--- src/rtl/oam_dma_ctrl.sv ---
// OAM DMA controller: the CPU writes a source page to FF46 and the block
// then walks 160 bytes from {page, 00} to {page, 9F} into OAM, one byte
// per machine cycle. Echo RAM pages (E0-FF) fold back onto C000-DFFF.
module oam_dma_ctrl (
  input  logic        clk,
  input  logic        nreset,
  input  logic        mcyc_en,
  input  logic [15:0] a,
  input  logic [7:0]  d,
  input  logic        cpu_wr,
  input  logic        cpu_rd,
  output logic [7:0]  q,
  output logic        q_oe,
  output logic        dma_run,
  output logic [15:0] dma_a,
  output logic        oam_addr_ndma,
  output logic        vram_to_oam,
  output logic        dma_oam_wr
);

  localparam logic [15:0] DMA_REG_ADDR = 16'hFF46;
  localparam logic [7:0]  LAST_IDX     = 8'h9F;

  typedef enum logic [1:0] {
    IDLE  = 2'd0,
    SETUP = 2'd1,
    RUN   = 2'd2
  } dma_state_e;

  dma_state_e state_q, state_d;
  logic [7:0] idx_q, idx_d;
  logic [7:0] src_hi_q, src_hi_d;
  logic [7:0] active_hi_q, active_hi_d;
  logic       restart_pend_q, restart_pend_d;
  logic       reg_wr;

  // Pages at or above E0 are echo RAM and alias the C000-DFFF work RAM.
  function automatic logic [7:0] eff_hi(input logic [7:0] page);
    return (page < 8'hE0) ? page : (page & 8'hDF);
  endfunction

  assign reg_wr = mcyc_en && cpu_wr && (a == DMA_REG_ADDR);

  // State register; everything only moves on enabled machine-cycle edges.
  always_ff @(posedge clk or negedge nreset) begin
    if (!nreset) begin
      state_q        <= IDLE;
      idx_q          <= 8'h00;
      src_hi_q       <= 8'h00;
      active_hi_q    <= 8'h00;
      restart_pend_q <= 1'b0;
    end else begin
      state_q        <= state_d;
      idx_q          <= idx_d;
      src_hi_q       <= src_hi_d;
      active_hi_q    <= active_hi_d;
      restart_pend_q <= restart_pend_d;
    end
  end

  // Next-state logic: a restart during RUN keeps the old page (active_hi)
  // for one overlap cycle, then reloads page and index without dropping run.
  always_comb begin
    state_d        = state_q;
    idx_d          = idx_q;
    src_hi_d       = src_hi_q;
    active_hi_d    = active_hi_q;
    restart_pend_d = restart_pend_q;

    if (mcyc_en) begin
      if (reg_wr) begin
        src_hi_d = d;
      end

      unique case (state_q)
        IDLE: begin
          idx_d = 8'h00;
          if (reg_wr) begin
            state_d = SETUP;
          end
        end

        SETUP: begin
          idx_d = 8'h00;
          if (!reg_wr) begin
            state_d     = RUN;
            active_hi_d = eff_hi(src_hi_q);
          end
        end

        RUN: begin
          if (restart_pend_q) begin
            idx_d          = 8'h00;
            active_hi_d    = eff_hi(src_hi_d);
            restart_pend_d = 1'b0;
          end else begin
            if (reg_wr) begin
              restart_pend_d = 1'b1;
            end
            if (idx_q == LAST_IDX) begin
              if (reg_wr) begin
                idx_d = idx_q;
              end else begin
                state_d = IDLE;
                idx_d   = 8'h00;
              end
            end else begin
              idx_d = idx_q + 8'd1;
            end
          end
        end

        default: begin
          state_d        = IDLE;
          idx_d          = 8'h00;
          restart_pend_d = 1'b0;
        end
      endcase
    end
  end

  assign dma_run       = (state_q == RUN);
  assign dma_a         = dma_run ? {active_hi_q, idx_q} : 16'h0000;
  assign oam_addr_ndma = !dma_run;
  assign dma_oam_wr    = dma_run;
  assign vram_to_oam   = dma_run && (active_hi_q[7:5] == 3'b100);

  assign q    = src_hi_q;
  assign q_oe = cpu_rd && (a == DMA_REG_ADDR);

endmodule

--- config.mk ---
export PLATFORM = sky130hd
export DESIGN_NAME = oam_dma_ctrl
export DESIGN_NICKNAME = d
export VERILOG_FILES = /design/src/rtl/oam_dma_ctrl.sv
export SDC_FILE = /design/constraint.sdc
export NUM_CORES = 1
export LEC_CHECK = 0
export CAP_MARGIN = 15
export CORE_MARGIN = 2
export CORE_UTILIZATION = 44
export DETAILED_ROUTE_END_ITERATION = 8
export GPL_TIMING_DRIVEN = 1
export PLACE_DENSITY = 0.8
export SKIP_CTS_REPAIR_TIMING = 1
export SYNTH_ARGS = -nofsm -noshare
export SYNTH_HDL_FRONTEND = slang
export SYNTH_SLANG_ARGS = --single-unit
export TNS_END_PERCENT = 10
--- constraint.sdc ---
create_clock -name clk -period 2.3 [get_ports clk]
set_input_delay 0.46 -clock clk [delete_from_list [all_inputs] [get_ports clk]]
set_output_delay 0.46 -clock clk [all_outputs]
set_load 0.005 [all_outputs]
==> Word level (Yosys, flattened, before mapping) <==
Cells that the tools add are included.
{ "totals": {"reg_bits": 27, "out_inout_bits": 29} }
{ "op_classes": {"eq_ne": 12, "addsub": 1, "n_bitwise": 1, "mux": 21, "reduce_logical": 12, "magnitude_cmp": 2} }
{ "op_table": {"columns": ["op", "count"], "rows": [
  ["8-bit two-way mux", 8],
  ["16-bit == test, second input constant", 1],
  ["8-bit < comparator, second input constant", 2],
  ["16-bit two-way mux", 1],
  ["8-bit one-hot mux with 2 select lines", 1],
  ["6-bit two-way mux", 2],
  ["2-bit two-way mux", 5],
  ["8-bit by 1-bit adder with 8-bit output, second input constant", 1],
  ["8-bit == test, second input constant", 1],
  ["2-bit inequality test, second input constant", 4],
  ["2-bit one-hot mux with 3 select lines", 1],
  ["6-bit AND reduction", 1],
  ["1-bit logical AND", 4],
  ["2-bit by 1-bit inequality test with 1-bit output, second input constant", 2],
  ["4-bit inequality test, second input constant", 1],
  ["2-bit AND reduction", 2],
  ["4-bit AND reduction", 1],
  ["3-bit == test, second input constant", 1],
  ["2-bit by 1-bit == test with 1-bit output, second input constant", 1],
  ["2-bit == test, second input constant", 1],
  ["2-bit zero test", 1],
  ["1-bit two-way mux", 2],
  ["1-bit one-hot mux with 2 select lines", 1],
  ["2-bit nonzero test", 1],
  ["3 further kinds", 3]
]} }

==> Depth between registers and ports, before layout <==
{ "depth": {"word_depth": 8, "ltp_mapped": 7, "depth_no_buf": 6} }

==> Least setup slack after synthesis <==
Ideal clock, no wire load.
{ "synth_path": {"path_type": "input -> register", "start": "input a[0]", "end": "register active_hi_q[0]", "setup_slack_ps": 4, "setup_ps": 125, "stages": 5, "t_required_ps": 2175, "t_arrival_ps": 2171, "cell_sequence": "or4b_4 nor4_4 a211oi_2 a31oi_4 mux2_2"} }
{ "synth_between": {"elab_chain_cells": 7} }
{ "synth_lines": {"columns": ["element", "line", "rtl"], "rows": [
  ["start: declaration", "8", "input logic [15:0] a,"],
  ["16-bit == test (*)", "42", "assign reg_wr = mcyc_en && cpu_wr && (a == DMA_REG_ADDR);"],
  ["1-bit logical AND (*)", "42", null],
  ["8-bit two-way mux", "71", "if (reg_wr) begin"],
  ["8-bit two-way mux", "70", "if (mcyc_en) begin"],
  ["6-bit two-way mux", "39", "return (page < 8'hE0) ? page : (page & 8'hDF);"],
  ["8-bit two-way mux", "92", "if (restart_pend_q) begin"],
  ["8-bit one-hot mux with 2 select lines", "75", "unique case (state_q)"],
  ["end signal: assignment", "56", "active_hi_q <= active_hi_d;"],
  ["end: declaration", "33", "logic [7:0] active_hi_q, active_hi_d;"]
]} }
Mark *: on every way between the ends. The rest lies on a longest branch, timed or not. The select of a mux whose other input is x is not followed.
A chain may end at the register's enable or synchronous reset.

==> Final worst setup path <==
{ "layout_path": {"start": "register state_q[0]", "end": "output dma_a[1]"} }
{ "layout_between": {"elab_chain_cells": 2} }
{ "layout_lines": {"columns": ["element", "line", "rtl"], "rows": [
  ["start: declaration", "30", "dma_state_e state_q, state_d;"],
  ["start signal: assignment", "53", "state_q <= state_d;"],
  ["2-bit == test", "122", "assign dma_run = (state_q == RUN);"],
  ["16-bit two-way mux", "123", "assign dma_a = dma_run ? {active_hi_q, idx_q} : 16'h0000;"],
  ["end: declaration", "15", "output logic [15:0] dma_a,"]
]} }
Every way passes these cells.

==> flow_summary.toml <==
[cts]
cts_tree = "done"
clockBufferDepth = 2
cts_made_buffers = 3
clock_sinks = 27
htree_levels = 1
clk_pin_slew_ns = 0.15
worstSkewPairLatency_ns = 0.32
clockRootBuffer = "clkbuf_4"

[setup_path]
critPathRequiredTime_ns = 1.84
crit_family = "buffers and inverters"
reg2reg_from = "state_q[0]"
crit_path_cell_trace = "nor2b_4, buf_8, inv_2, nor2_1, clkdlybuf4s50_1"
reg2reg_to = "active_hi_q[2]"
cp_num_buf_inv = 3
setup.worst_path.start_class = "register"
crit_fanout = 15
rr_worst_depth = 7
slowest_delay_ns = 0.51
end_kind = "primary output"
crit_path_start = "state_q[0]"
cp.depth = 5
cp_slowest_cell = "clkdlybuf4s50_1"
critical_path_class = "register to primary output"
arrival_ns = 1.80
rrSetupSlack_ns = 0.34

[flow_run]
cap_violations = 0

[yosys]
syn_nets = 177
syn_inst = 147
ys_ff_latch = 27
synthArstFlopShare = 1.00
ys_warn_count = 0
synth_area_mm2 = 0.00156
synth_edf_count = 0
synth_top_flop_cell = "dfrtp_1"
seq_area_frac_synth = 0.432
ys_types = 38
postSynthAreaPerCell_um2 = 10.6

[final_layout]
area_delta_synth_final_pct = 53.4
mostFrequentLayoutCells = "51 x clkdlybuf4s50_1, 26 x dfrtp_1, 16 x mux2_2"
fillers = 251
drive_gt1_frac = 0.257
mostFrequentLayoutCell = "clkdlybuf4s50_1"
final_util = 0.713
nets = 249
diodes = 0
fin_cells = 264

[sta]
fin_tns_setup_ns = 0
fin_crit_ns = 2.26
finalSetupViolCount = 0
slew_viol_final = 0
worst_slack_ns = 0.0391
slew_headroom = 0.769
worst_pin_slew_ns = 0.346
finalCritPeriodShare = 0.983
fmax_mhz = 442
fin_skew_ns = 0.00398
hold_viol = 0

[outcome]
status = "finished, final reports clean"

[floorplanning]
num_io_pins = 58
fp.dieW_um = 63.6
row_count = 21
die_area_mm2 = 0.00404
start_util = 0.465
core_area_mm2 = 0.00336
dieHeight_um = 63.6

[place]
dp_cells = 257
place_hpwl_mm = 3.16
preCtsSetupSlack_ns = -0.581
place.gp.congestion = 0.863
port_buffers = 57

[global_routing]
grt_usage = 0.214
grt_pass1_wl_mm = 7.01
grt_antenna_before_repair = 0
grt_overflow = 0
grt_pass1_vias = 1548
grt_max_degree = 28

[power_and_ir_drop]
ir_drop_mv = 0.261
p_leak_nw = 1.12
powerDensity_mw_per_mm2 = 406

[routing]
wl_mm = 4.14
wl_per_cell_um = 15.7
num_vias = 1456
route.detailed.drc = 0
avgViaCountPerCell = 5.52
drt_pass1_iterations = 4
drt_iter0_markers = 85
antenna_left = 0

[min_path]
min_path_type = "input pin to asynchronous set/reset pin"
[metal layers]
metal	track usage	part of all wire
met1	0.242	0.38
met5	0	0
met3	0.0321	0.051
met4	0.0543	0.018
met2	0.414	0.55
[metrics by stage]
step | cell area, µm² | hold slack (ns) | power, W
2_1_floorplan | 1560 | 0.164 | 0.000622
3_3_place_gp | 2270 | 0.480 | 0.000761
3_5_place_dp | 2270 | 0.493 | 0.000772
4_1_cts | 2300 | 0.507 | 0.000980
5_1_grt | 2400 | 0.508 | 0.00103
6_report | 2400 | 0.496 | 0.000973
[worst max-delay path by stage]
stage / endpoint / slack (ns)
after floorplan: active_hi_q[0] / 0.004
after global placement: q_oe / -0.51
after detailed placement: q_oe / -0.58
after CTS: q_oe / -0.58
after global routing: dma_a[1] / -0.04
final: dma_a[1] / 0.04
[cell families after synthesis]
family	synth area share
flip-flops	0.432
buffers and inverters	0.0336
adder cells (fa/ha/maj)	0.00801
multiplexers	0.179
AND/OR/NAND/NOR	0.237
AO/OA/AOI/OAI	0.110
[cells in the mapped netlist (2+ instances only)]
| cell type | number | area, µm² |
|---|---|---|
| clkbuf_1 | 4 | 15.0 |
| o21ai_0 | 9 | 45.0 |
| and3_1 | 3 | 18.8 |
| mux2_2 | 23 | 259 |
| nand2_1 | 9 | 33.8 |
| nor4_4 | 2 | 42.5 |
| buf_4 | 2 | 15.0 |
| nand4_1 | 5 | 31.3 |
| nand3_1 | 6 | 30.0 |
| a21oi_1 | 4 | 20.0 |
| a31oi_1 | 2 | 12.5 |
| and2_1 | 14 | 87.6 |
| dfrtp_1 | 27 | 676 |
| mux2i_1 | 2 | 20.0 |
| inv_1 | 5 | 18.8 |
| nor2_1 | 6 | 22.5 |
| nor2b_1 | 2 | 12.5 |
| and4_1 | 2 | 17.5 |
[where the power goes]
| part | switching (W) | total, W | internal [W] |
|---|---|---|---|
| registers | 0.0000363 | 0.000539 | 0.000503 |
| logic | 0.0000843 | 0.000224 | 0.000139 |
| clock network | 0.000144 | 0.000210 | 0.0000665 |
| total | 0.000265 | 0.000973 | 0.000708 |
[cell type report]
type	instances	area [µm²]	share of cell area
timing repair buffer	74	739	0.308
tap	46	57.6	0.0240
multi-input combinational	108	875	0.365
inverter	5	18.8	0.00783
clock buffer	3	22.5	0.00939
sequential	27	677	0.282
clock inverter	1	7.51	0.00313
[worst reg2reg max path, stage by stage, from the launching register on]
cell	delay, ns
dfrtp_1	0.46
nor2b_4	0.17
buf_4	0.15
nand4_1	0.14
nor4_4	0.17
buf_6	0.19
mux2_4	0.31
mux2_2	0.27
[sequential cells by signal, summed over array words and instances, names as in the netlist]
register	cells
restart_pend_q	1
q	8
idx_q	8
active_hi_q	8
state_q	2
No activity file was read; power rests on OpenSTA's default activity.
